$ cat config.mk
export PLATFORM = sky130hd
export DESIGN_NAME = shift_sequencer
export DESIGN_NICKNAME = d
export VERILOG_FILES = /design/src/rtl/shift_pkg.sv /design/src/rtl/shift_step.sv /design/src/rtl/shift_sequencer.sv
export SDC_FILE = /design/constraint.sdc
export NUM_CORES = 1
export LEC_CHECK = 0
export ABC_AREA = 1
export BUFFER_PORTS_ARGS = -buffer_cell sky130_fd_sc_hd__buf_2
export CAP_MARGIN = 20
export CORE_MARGIN = 2
export CORE_UTILIZATION = 55
export DETAILED_ROUTE_END_ITERATION = 7
export PLACE_DENSITY = 0.81
export SLEW_MARGIN = 20
export SYNTH_ARGS = -nofsm -noshare
export SYNTH_HDL_FRONTEND = slang
export SYNTH_HIERARCHICAL = 1
export SYNTH_SLANG_ARGS = --single-unit
$ cat constraint.sdc
create_clock -name clk -period 3 [get_ports clk]
set_input_delay 0.15 -clock clk [delete_from_list [all_inputs] [get_ports clk]]
set_output_delay 0.15 -clock clk [all_outputs]
set_load 0.005 [all_outputs]
$ cat src/rtl/shift_pkg.sv
// Shared encodings for the multi-cycle shift sequencer.
package shift_pkg;

   localparam int unsigned WIDTH_C = 24;

   typedef enum logic [1:0] {
      OP_SLL = 2'b00,
      OP_SRL = 2'b01,
      OP_SRA = 2'b10,
      OP_ILL = 2'b11
   } op_e;

   typedef enum logic [1:0] {
      IDLE  = 2'b00,
      SHIFT = 2'b01,
      DONE  = 2'b10
   } state_e;

endpackage

$ cat src/rtl/shift_step.sv
// Combinational single-step shifter: moves din by 0..STEP bits left or right,
// filling vacated high bits with 'fill' on right shifts.
module shift_step
   import shift_pkg::*;
#(
   parameter int unsigned WIDTH = WIDTH_C,
   parameter int unsigned STEP  = 8
) (
   input  logic [WIDTH-1:0] din,
   input  logic [4:0]       amt,
   input  logic             right,
   input  logic             fill,
   output logic [WIDTH-1:0] dout
);

   logic [2*WIDTH-1:0] ext;

   // Prepending WIDTH fill bits makes a logical right shift behave as a sign fill.
   always_comb begin
      ext  = {{WIDTH{fill}}, din} >> amt;
      dout = right ? ext[WIDTH-1:0] : (din << amt);
   end

endmodule

$ cat src/rtl/shift_sequencer.sv
// Multi-cycle 24-bit SLL/SRL/SRA controller: iterates a narrow step shifter
// until the requested (saturated) amount is consumed, then holds the result.
module shift_sequencer
   import shift_pkg::*;
#(
   parameter int unsigned WIDTH = WIDTH_C,
   parameter int unsigned STEP  = 8
) (
   input  logic             clk,
   input  logic             rst_n,
   input  logic             in_valid,
   output logic             in_ready,
   input  logic [1:0]       in_op,
   input  logic [WIDTH-1:0] in_a,
   input  logic [WIDTH-1:0] in_b,
   input  logic [3:0]       in_shamt,
   output logic             out_valid,
   input  logic             out_ready,
   output logic [WIDTH-1:0] out_result,
   output logic             out_err,
   output logic             busy
);

   state_e           state;
   op_e              op;
   op_e              req_op;
   logic [4:0]       rem;
   logic [4:0]       rem_init;
   logic [4:0]       step;
   logic [4:0]       rem_next;
   logic [WIDTH-1:0] work;
   logic [WIDTH-1:0] stepped;
   logic [WIDTH:0]   amount;
   logic             fill;
   logic             right;
   logic             req_ill;

   assign req_op  = op_e'(in_op);
   assign req_ill = (req_op == OP_ILL);

   // Carry of the 24-bit add lands in bit 24 so large register amounts still saturate.
   assign amount   = {1'b0, in_b} + {{(WIDTH-3){1'b0}}, in_shamt};
   assign rem_init = (amount >= (WIDTH+1)'(WIDTH)) ? 5'(WIDTH) : amount[4:0];

   assign step     = (rem < 5'(STEP)) ? rem : 5'(STEP);
   assign rem_next = rem - step;
   assign right    = (op != OP_SLL);

   shift_step #(
      .WIDTH (WIDTH),
      .STEP  (STEP)
   ) u_step (
      .din   (work),
      .amt   (step),
      .right (right),
      .fill  (fill),
      .dout  (stepped)
   );

   always_ff @(posedge clk) begin
      if (!rst_n) begin
         state      <= IDLE;
         op         <= OP_SLL;
         rem        <= '0;
         work       <= '0;
         fill       <= 1'b0;
         in_ready   <= 1'b1;
         out_valid  <= 1'b0;
         out_result <= '0;
         out_err    <= 1'b0;
         busy       <= 1'b0;
      end else begin
         case (state)
            IDLE: begin
               if (in_valid) begin
                  op       <= req_op;
                  work     <= in_a;
                  fill     <= (req_op == OP_SRA) && in_a[WIDTH-1];
                  rem      <= rem_init;
                  out_err  <= req_ill;
                  in_ready <= 1'b0;
                  busy     <= 1'b1;
                  if (!req_ill && rem_init != '0) begin
                     state <= SHIFT;
                  end else begin
                     state      <= DONE;
                     out_valid  <= 1'b1;
                     out_result <= in_a;
                  end
               end
            end
            SHIFT: begin
               work <= stepped;
               rem  <= rem_next;
               if (rem_next == '0) begin
                  state      <= DONE;
                  out_valid  <= 1'b1;
                  out_result <= stepped;
               end
            end
            DONE: begin
               if (out_ready) begin
                  state     <= IDLE;
                  out_valid <= 1'b0;
                  in_ready  <= 1'b1;
                  busy      <= 1'b0;
               end
            end
            default: begin
               state     <= IDLE;
               out_valid <= 1'b0;
               in_ready  <= 1'b1;
               busy      <= 1'b0;
            end
         endcase
      end
   end

endmodule

==> metrics.cfg, run 1 <==
[detailed_routing]
drc=4
drt_iter0_markers=896
vias_per_cell=5.992
routed_wl_mm=20.79
dr.pass1.iters=8
post_drt_wl_per_cell_um=15.67
ant_nets=0
vias=7952

[logic_synthesis]
synth.distinct_cells=45
synth_area_um2=6530
synth-adder-area-share_pct=1.265
synth-edff-count=0
yosysSeqAreaShare_pct=19.01
ys_top_cells_by_area=nand3_1 (23%), dfxtp_1 (19%), nand2_1 (18%)
avgSynthCellArea_um2=5.763
yosys.area_share.simple_pct=56.16
ys_seq_elements=62
synthCells=1133
synthDominantAreaCellType=nand3_1
yosysWarnings=6
synth_nets=1197
synth_common_cells=nand2_1 (305), nand3_1 (299), nor2_1 (114)
synthMuxAreaShare_pct=3.679
synth_top_flop_cell=dfxtp_1
synth.most_common_cell=nand2_1
synth_top_area_share_pct=22.92
synth_xor_area_share_pct=0.8048
postSynth.asyncResetShare_pct=0
synth_compound_area_share_pct=8.392
synth_top_family_by_area=simple AND/OR/NAND/NOR gates

[setup_path]
rrSetupSlack_ns=0.28
crit_family=simple AND/OR/NAND/NOR gates
timing.rr.end=work[16]
critPathBufInv=3
worst_path_max_delay_cell=dfxtp_1
worstSetupPathType=flip-flop to flip-flop
crit_arrival_ns=2.92
critPathLaunchType=flip-flop
crit_path_start=rem[4]
max_stage_delay_ns=0.35
cp.required_ns=3.20
critPathCaptureType=flip-flop
path_max_fanout=27
cp_num_cells=18
path_cells=nor2_1 -> inv_1 -> nor2_2 -> inv_8 -> nand2_1 -> nand3_1 -> nand3_1 -> nand2_1 -> nand2_1 -> nand2_1 -> nand2_1 -> nand2_1 -> nand2_1 -> inv_1 -> mux2i_1 -> nor2_1 -> a21oi_1 -> nor2_1
r2r_start=rem[4]
cp_common_cell=nand2_1
worst-r2r-cell-count=18

[cts]
cts_buffers=9
numClockSinks=62
htreeDepth=3
path_clk_slew_ns=0.05
clock_tree.root_cell=clkbuf_16
cts_buffer_depth=2
clock_latency_ns=0.33
cts_tree=done

[floorplan]
die_w_um=113.0
dieArea_um2=12760
die_h_um=113.0
core_area_um2=11520
io_pins=86
rows=39
start_util_pct=56.70

[pwr]
p_per_area_nw_per_um2=714.7
total_power_w=0.005156
ir_drop_mv=0.6898
leakage_nw=3.560

[timing]
final-setup-viol-count=0
slew_violations=0
max_clock_freq_mhz=368.0
slew_headroom_pct=63.10
rsz0062_at_grt=false
fin_tns_setup_ns=0
fin_crit_sh_pct=90.58
hold_viol_final=0
tightest_slew_ns=0.5535
skew_ns=0.005943
min_period_ns=2.717

[cells_and_area]
seq_area_um2=1241
syn_to_final_growth_pct=10.48
fin_cells=1327
layout.nets=1243
multi_input_area_um2=4621
antennaDiodeCount=0
fill_cells=1139
drive_above_1_share_pct=15.88

[place]
io_buffer_count=85
gp_congestion=1.086
dp.final_hpwl_mm=15.87
post-place-cells=1311

[worst_hold_path]
min_to=op[1]
hold_path_class=primary input to flip-flop
min_from=in_op[1]
hold_path_depth=3

[global_routing]
grt_max_degree=51
grt.overflow.total=0
grt_util_all_layers_pct=32.48
antenna_found_initial=0
grt_pass1_wl_mm=33.76
grt_pass1_vias=6972

[run_status]
status=finished with violations
violations=DRC

[flow_run]
cap_violations=0

## stage by stage
step	util [%]	instance area, µm²	hold WS (ns)	setup slack (ns)
after floorplan	-	6530	0.2946	0.6421
after global placement	59.98	6908	0.4305	0.2486
after detailed placement	59.98	6908	0.4334	0.2085
after CTS	62.61	7211	0.08748	0.3198
after global routing	62.65	7214	0.1310	0.01004
final	62.65	7214	0.09333	0.2827
## registers in the layout, indices dropped and copies added (netlist names)
name,count
out_result,24
work,24
rem,5
op,2
state,2
busy,1
fill,1
in_ready,1
out_err,1
out_valid,1
## what timing repair did
action | 4_1_cts | 5_1_grt
setup buffers | 0 | 0
endpoints found under the setup margin | 0 | 2
resized for setup | 0 | 1
hold buffers | 0 | 0
## cell usage in the layout (no fill, tap or decap), types with 3 or more instances in the layout
cell type    n
nand2_1    305
nand3_1    299
nor2_1     109
buf_2       85
a21oi_1     72
dfxtp_1     62
inv_1       59
mux2i_1     24
nand2_2     19
buf_4       18
nand4_1     17
nor2_2      10
nand3_2      9
clkbuf_16    9
nand2_4      8
nor2_4       7
o21ai_0      6
nand3b_1     5
o211ai_1     5
ha_1         5
inv_2        4
a21oi_2      4
o21ai_1      4
nor3_1       3
xor2_1       3
clkinv_1     3
xnor2_1      3
## layout make-up
cell class,instances,share of cell area [%]
clock buffers,13,3.607
clock inverters,3,0.5897
inverters,67,3.590
multi-input cells,933,64.05
flip-flops and latches,62,17.20
well taps,143,2.480
repair buffers,106,8.481
## power by group
group,internal [W],switching [W]
logic,0.000988,0.00187
clock network,0.000687,0.000359
registers,0.00105,0.000204
total,0.00272,0.00243
## per-layer routing
layer	vias up	routed length, µm	track usage [%]
met1	3555	8861	45.65
met4	0	704	11.79
met2	449	9199	51.24
met3	70	2022	4.231
met5	-	0	0
li1	3878	-	-
## worst max-delay path by stage
stage,end,slack (ns)
finish,work[16],0.28
CTS,work[16],0.32
detailed placement,out_result[20],0.21
floorplan,out_result[14],0.64
global placement,out_result[18],0.25
global route,work[16],0.01
## worst register-to-register path: cells and delay by family, from the launching register on
kind            cells  cell delay (ns)
compound gates      1             0.13
buf+inv             3             0.33
mux                 1             0.35
flops               1             0.35
simple gates       13             1.45
## cell families (layout without fill, tap and decap cells)
group	count (synthesis)	in the layout
DFF	62	62
muxes	24	24
buffers and inverters	138	189
AOI/OAI and AO/OA	99	99
adders and majority gates	6	6
and+or+nand+nor	796	796
other	2	2
xor gates and xnor gates	6	6
(Power assumes the default switching activity.)
==> run 2, diff against run 1 <==
- GPL_TIMING_DRIVEN: default -> 0
==> run 2 against run 1 <==
The flow still finishes with violations (DRC); largest cell class unchanged; critical path type unchanged; sequential power about the same; power rose by 6.4%; sequential share of layout area down 0.59 points.
==> metrics.cfg, run 2 (same netlist as run 1, synthesis figures left out) <==
[run_status]
status=finished with violations
violations=DRC

[timing]
fin_tns_setup_ns=0
slew_headroom_pct=51.35
hold_viol_final=0
fin_crit_sh_pct=93.67
finalWorstSetupSlack_ns=0.1899
min_period_ns=2.810
skew_ns=0.01116
max_clock_freq_mhz=355.9
tightest_slew_ns=0.7298
slew_violations=0
final-setup-viol-count=0
rsz0062_at_grt=false

[floorplan]
die_h_um=113.0
start_util_pct=56.70
rows=39
die_w_um=113.0
dieArea_um2=12760
core_area_um2=11520
io_pins=86

[worst_hold_path]
min_from=in_op[1]
hold_path_class=primary input to flip-flop

[global_routing]
grt_util_met1_pct=48.16
grt.overflow.total=0
grt_pass1_vias=7671
grt_pass1_wl_mm=38.96
grt_util_met2_pct=61.57
grt_util_all_layers_pct=38.36
grt_most_used_layer=met2
antenna_found_initial=0
grtUsageMet3_pct=6.695
grt_max_degree=12

[cts]
path_clk_slew_ns=0.05
cts_buffers=9
cts_buffer_depth=2
cts-hold-fix-buffers=0
htreeDepth=3
clock_latency_ns=0.33
post-cts-setup-buffers=0
numClockSinks=62
cts_resized=0
clock_tree.root_cell=clkbuf_16
cts_tree=done

[setup_path]
cp.required_ns=3.20
crit_path_start=rem[4]
critPathCaptureType=flip-flop
worst_path_max_delay_cell=dfxtp_1
path_cells=nor2_2 -> inv_2 -> nor2_1 -> buf_2 -> inv_2 -> buf_4 -> buf_2 -> a31oi_2 -> o21ai_0 -> nand2_1 -> nand2_1 -> mux2i_1 -> nor2_1 -> a21oi_1 -> nor2_1
path_max_fanout=10
rrSetupSlack_ns=0.19
crit_arrival_ns=3.01
r2r_start=rem[4]
critPathLaunchType=flip-flop
worstSetupPathType=flip-flop to flip-flop
max_stage_delay_ns=0.37
cp_common_cell=nor2_1

[detailed_routing]
drt_iter0_markers=1111
post_drt_wl_per_cell_um=17.87
vias_per_cell=6.101
routed_wl_mm=24.59
drc=3
vias=8395
ant_nets=0
dr.pass1.iters=8

[place]
dp.final_hpwl_mm=19.13
io_buffer_count=84
gp_congestion=1.077
pre_cts_ws_ns=0.1384

[cells_and_area]
finalCoreUtilization_pct=64.85
largestRegisters=out_result (24), work (24), rem (5)
drive_above_1_share_pct=17.52
antennaDiodeCount=0
syn_to_final_growth_pct=14.37
layout.nets=1292
most-common-layout-cells=nand2_1 (305), nand3_1 (299), nor2_1 (112)
final_common_cell=nand2_1

[pwr]
ir_drop_mv=0.6005
total_power_w=0.005488
leakage_nw=3.699
p_per_area_nw_per_um2=734.8

[flow_run]
cap_violations=0

==> run 2: stage by stage <==
stage | instances | hold WS, ns | area [µm²]
5_1_grt | 1376 | 0.1339 | 7468
6_report | 1376 | 0.1036 | 7468
3_5_place_dp | 1360 | 0.4404 | 7129
2_1_floorplan | 1133 | 0.2946 | 6530
3_3_place_gp | 1360 | 0.4252 | 7129
4_1_cts | 1376 | 0.1077 | 7440
==> run 2: final timing paths <==
path / endpoint / cells after the start
max reg2reg: work[20] / 15
min reg2reg: out_valid / 2
max: work[20] / 15
min: op[1] / 3
==> run 2: final cells by class <==
cell class / count / area, µm²
Inverter: 67 / 259.0
Sequential cell: 62 / 1241
Clock inverter: 4 / 53.80
Tap cell: 143 / 178.9
Multi-Input combinational cell: 933 / 4622
Buffer: 71 / 436.7
Clock buffer: 12 / 256.5
Timing Repair Buffer: 84 / 420.4
Fill cell: 1131 / 4048
==> run 2: where the power goes <==
group / switching, W / total (W) / leakage, nW / internal (W)
sequential: 0.000174 / 0.00122 / 0.510 / 0.00105
clock: 0.000381 / 0.00107 / 0.145 / 0.000691
combinational: 0.00213 / 0.00319 / 3.04 / 0.00106
total: 0.00269 / 0.00549 / 3.70 / 0.00280
==> run 2: critical path: cells and delay by family, from the launching register on <==
family / cells / cell delay, ns
AO/OA/AOI/OAI: 3 / 0.56
buffers and inverters: 5 / 0.79
flip-flops: 1 / 0.37
multiplexers: 1 / 0.32
AND/OR/NAND/NOR: 6 / 0.60
==> run 2: layer usage <==
layer	share of wire (%)	wire, µm
met5	0	0
met3	11	2634
met1	38	9447
met2	43	10690
met4	7.4	1821
==> run 3, diff against run 2 <==
- ABC_AREA: 1 -> default
- SLEW_MARGIN: 20 -> default
==> run 3 against run 2 <==
The flow finishes with violations (DRC, setup timing); die area increased by 0.37%; register-to-register slack got worse by 0.40 ns; fmax decreased by 12%; count of clock-buffer cells in the layout decreased by 3; area after synthesis increased by 0.38%; sequential share of layout area decreased by 1.3 points; global-route usage increased by 2.7 points; critical path type unchanged; largest power group unchanged.
==> metrics.cfg, run 3 <==
[setup_path]
worst-r2r-cell-count=12
critPathCaptureType=flip-flop
rrSetupSlack_ns=-0.21
worstSetupPathType=flip-flop to flip-flop
timing.rr.end=out_result[13]
max_stage_delay_ns=0.38
path_cells=nor2_4 -> and2_4 -> buf_12 -> mux2_2 -> nor2b_1 -> a222oi_1 -> buf_4 -> o21ai_0 -> o31a_1 -> mux2i_1 -> nor2_1 -> mux2_1
crit_arrival_ns=3.43
critPathLaunchType=flip-flop
worst_path_max_delay_cell=mux2_2
cp.required_ns=3.22
r2r_start=rem[3]
path_max_fanout=6

[cells_and_area]
finalCoreUtilization_pct=70.65
layout.nets=1024
largestRegisters=out_result (24), work (24), rem (5)
antennaDiodeCount=0
drive_above_1_share_pct=28.08
syn_to_final_growth_pct=24.13
most-common-layout-cells=nand2_1 (135), buf_2 (90), nor2_1 (79)
fin_cells=1108
final_common_cell=nand2_1

[logic_synthesis]
synth_top_area_share_pct=18.93
avgSynthCellArea_um2=7.860
postSynth.asyncResetShare_pct=0
ys_seq_elements=62
synth.most_common_cell=nand2_1
synth.distinct_cells=74
synthDominantAreaCellType=dfxtp_1
synth_area_um2=6555
yosysWarnings=6
synthCells=834
synth-edff-count=0
yosysSeqAreaShare_pct=18.93
synth_top_flop_cell=dfxtp_1
ys_top_cells_by_area=dfxtp_1 (19%), mux2i_1 (10%), mux4_2 (9.3%)
synth_common_cells=nand2_1 (135), nor2_1 (82), mux2i_1 (67)
synth_nets=898

[detailed_routing]
routed_wl_mm=28.86
dr.pass1.iters=8
vias_per_cell=7.289
drt_iter0_markers=1328
drc=2
post_drt_wl_per_cell_um=26.05
ant_nets=0
vias=8076

[floorplan]
dieArea_um2=12810
start_util_pct=56.92
core_area_um2=11520
die_h_um=113.2
rows=39
io_pins=86
die_w_um=113.2

[cts]
numClockSinks=62
htreeDepth=3
cts_tree=done
cts-hold-fix-buffers=0
cts_buffers=9
cts_buffer_depth=2
clock_latency_ns=0.35
path_clk_slew_ns=0.06
clock_tree.root_cell=clkbuf_16

[pwr]
leakage_nw=3.144
ir_drop_mv=0.5426
p_per_area_nw_per_um2=462.4
total_power_w=0.003762

[global_routing]
grt_most_used_layer=met2
grtUsageMet3_pct=10.93
grt_util_all_layers_pct=41.05
grt_pass1_vias=7176
grt_util_met2_pct=63.67
grt_pass1_wl_mm=40.57
grt_util_met1_pct=53.07
grt_max_degree=14
antenna_found_initial=0
grt.overflow.total=0

[timing]
slew_violations=0
tightest_slew_ns=0.8332
final-setup-viol-count=30
hold_viol_final=0
slew_headroom_pct=44.46
max_clock_freq_mhz=311.6
skew_ns=0.007968
min_period_ns=3.209
rsz0062_at_grt=true
finalWorstSetupSlack_ns=-0.2087
fin_crit_sh_pct=107.0
whs_ns=0.1186

[place]
gp_congestion=1.128
post-place-cells=1061
dp.final_hpwl_mm=19.59
io_buffer_count=84

[worst_hold_path]
hold_path_depth=3
min_from=in_op[0]
min_to=out_err
hold_path_class=primary input to flip-flop

[run_status]
status=finished with violations
violations=DRC, setup timing

[flow_run]
cap_violations=0

## run 3: worst max path at each step
| stage | start | to | slack (ns) |
|---|---|---|---|
| 6_report | rem[3] | out_result[13] | -0.21 |
| 5_1_grt | rem[3] | out_result[13] | -0.29 |
| 4_1_cts | rem[4] | out_result[8] | 0.003 |
| 3_5_place_dp | rem[3] | out_result[10] | -0.45 |
| 3_3_place_gp | rem[3] | out_result[10] | -0.54 |
| 2_1_floorplan | in_b[0] | out_result[10] | 0.29 |
## run 3: logic make-up (layout without fill, tap and decap cells)
| family | count (synthesis) | count (layout) | synth area share [%] |
|---|---|---|---|
| simple gates | 339 | 339 | 23.86 |
| compound gates | 215 | 215 | 23.69 |
| mux | 130 | 130 | 25.69 |
| buf+inv | 74 | 205 | 5.650 |
| flops | 62 | 62 | 18.93 |
| fa+ha+maj | 6 | 6 | 1.260 |
| xor+xnor | 6 | 6 | 0.8017 |
| other cells | 2 | 2 | 0.1146 |
## run 3: stage by stage
| step | setup slack (ns) | setup TNS, ns | area (µm²) |
|---|---|---|---|
| 3_5_place_dp | -0.4540 | -7.679 | 7154 |
| 5_1_grt | -0.2883 | -4.730 | 8137 |
| 6_report | -0.2087 | -2.824 | 8137 |
| 4_1_cts | 0.003402 | 0 | 7680 |
| 2_1_floorplan | 0.2896 | 0 | 6555 |
| 3_3_place_gp | -0.5428 | -8.655 | 7154 |
## run 3: final cells by class
class,count,area (µm²)
Buffer,63,432.9
Multi-Input combinational cell,698,5205
Clock buffer,9,225.2
Inverter,9,40.04
Tap cell,143,178.9
Clock inverter,7,80.08
Sequential cell,62,1246
Timing Repair Buffer,117,728.2
Fill cell,899,3379
## run 3: where the power goes
| group | leakage, nW | switching, W | internal [W] |
|---|---|---|---|
| sequential | 0.510 | 0.000147 | 0.000908 |
| combinational | 2.49 | 0.000986 | 0.000642 |
| clock | 0.143 | 0.000426 | 0.000652 |
| total | 3.14 | 0.00156 | 0.00220 |
## run 3: timing repair
item | 4_1_cts | 5_1_grt
endpoints found under the hold margin | 0 | 0
buffers inserted | 10 | 19
cloned | 0 | 4
endpoints found under the setup margin | 46 | 42
gates resized for setup | 40 | 76
pin swaps | 3 | 10
## run 3: worst max-delay path, delay by kind of cell, from the launching register on
| family | cells | cell delay, ns |
|---|---|---|
| mux | 3 | 0.97 |
| simple gates | 4 | 0.71 |
| compound gates | 3 | 0.68 |
| flops | 1 | 0.37 |
| buf+inv | 2 | 0.35 |
## run 3: layer usage
layer  up-vias  share of wire (%)
li1       3377                  -
met1      3695                 36
met2       772                 42
met3       232                 13
met4         0                8.3
met5         -                  0
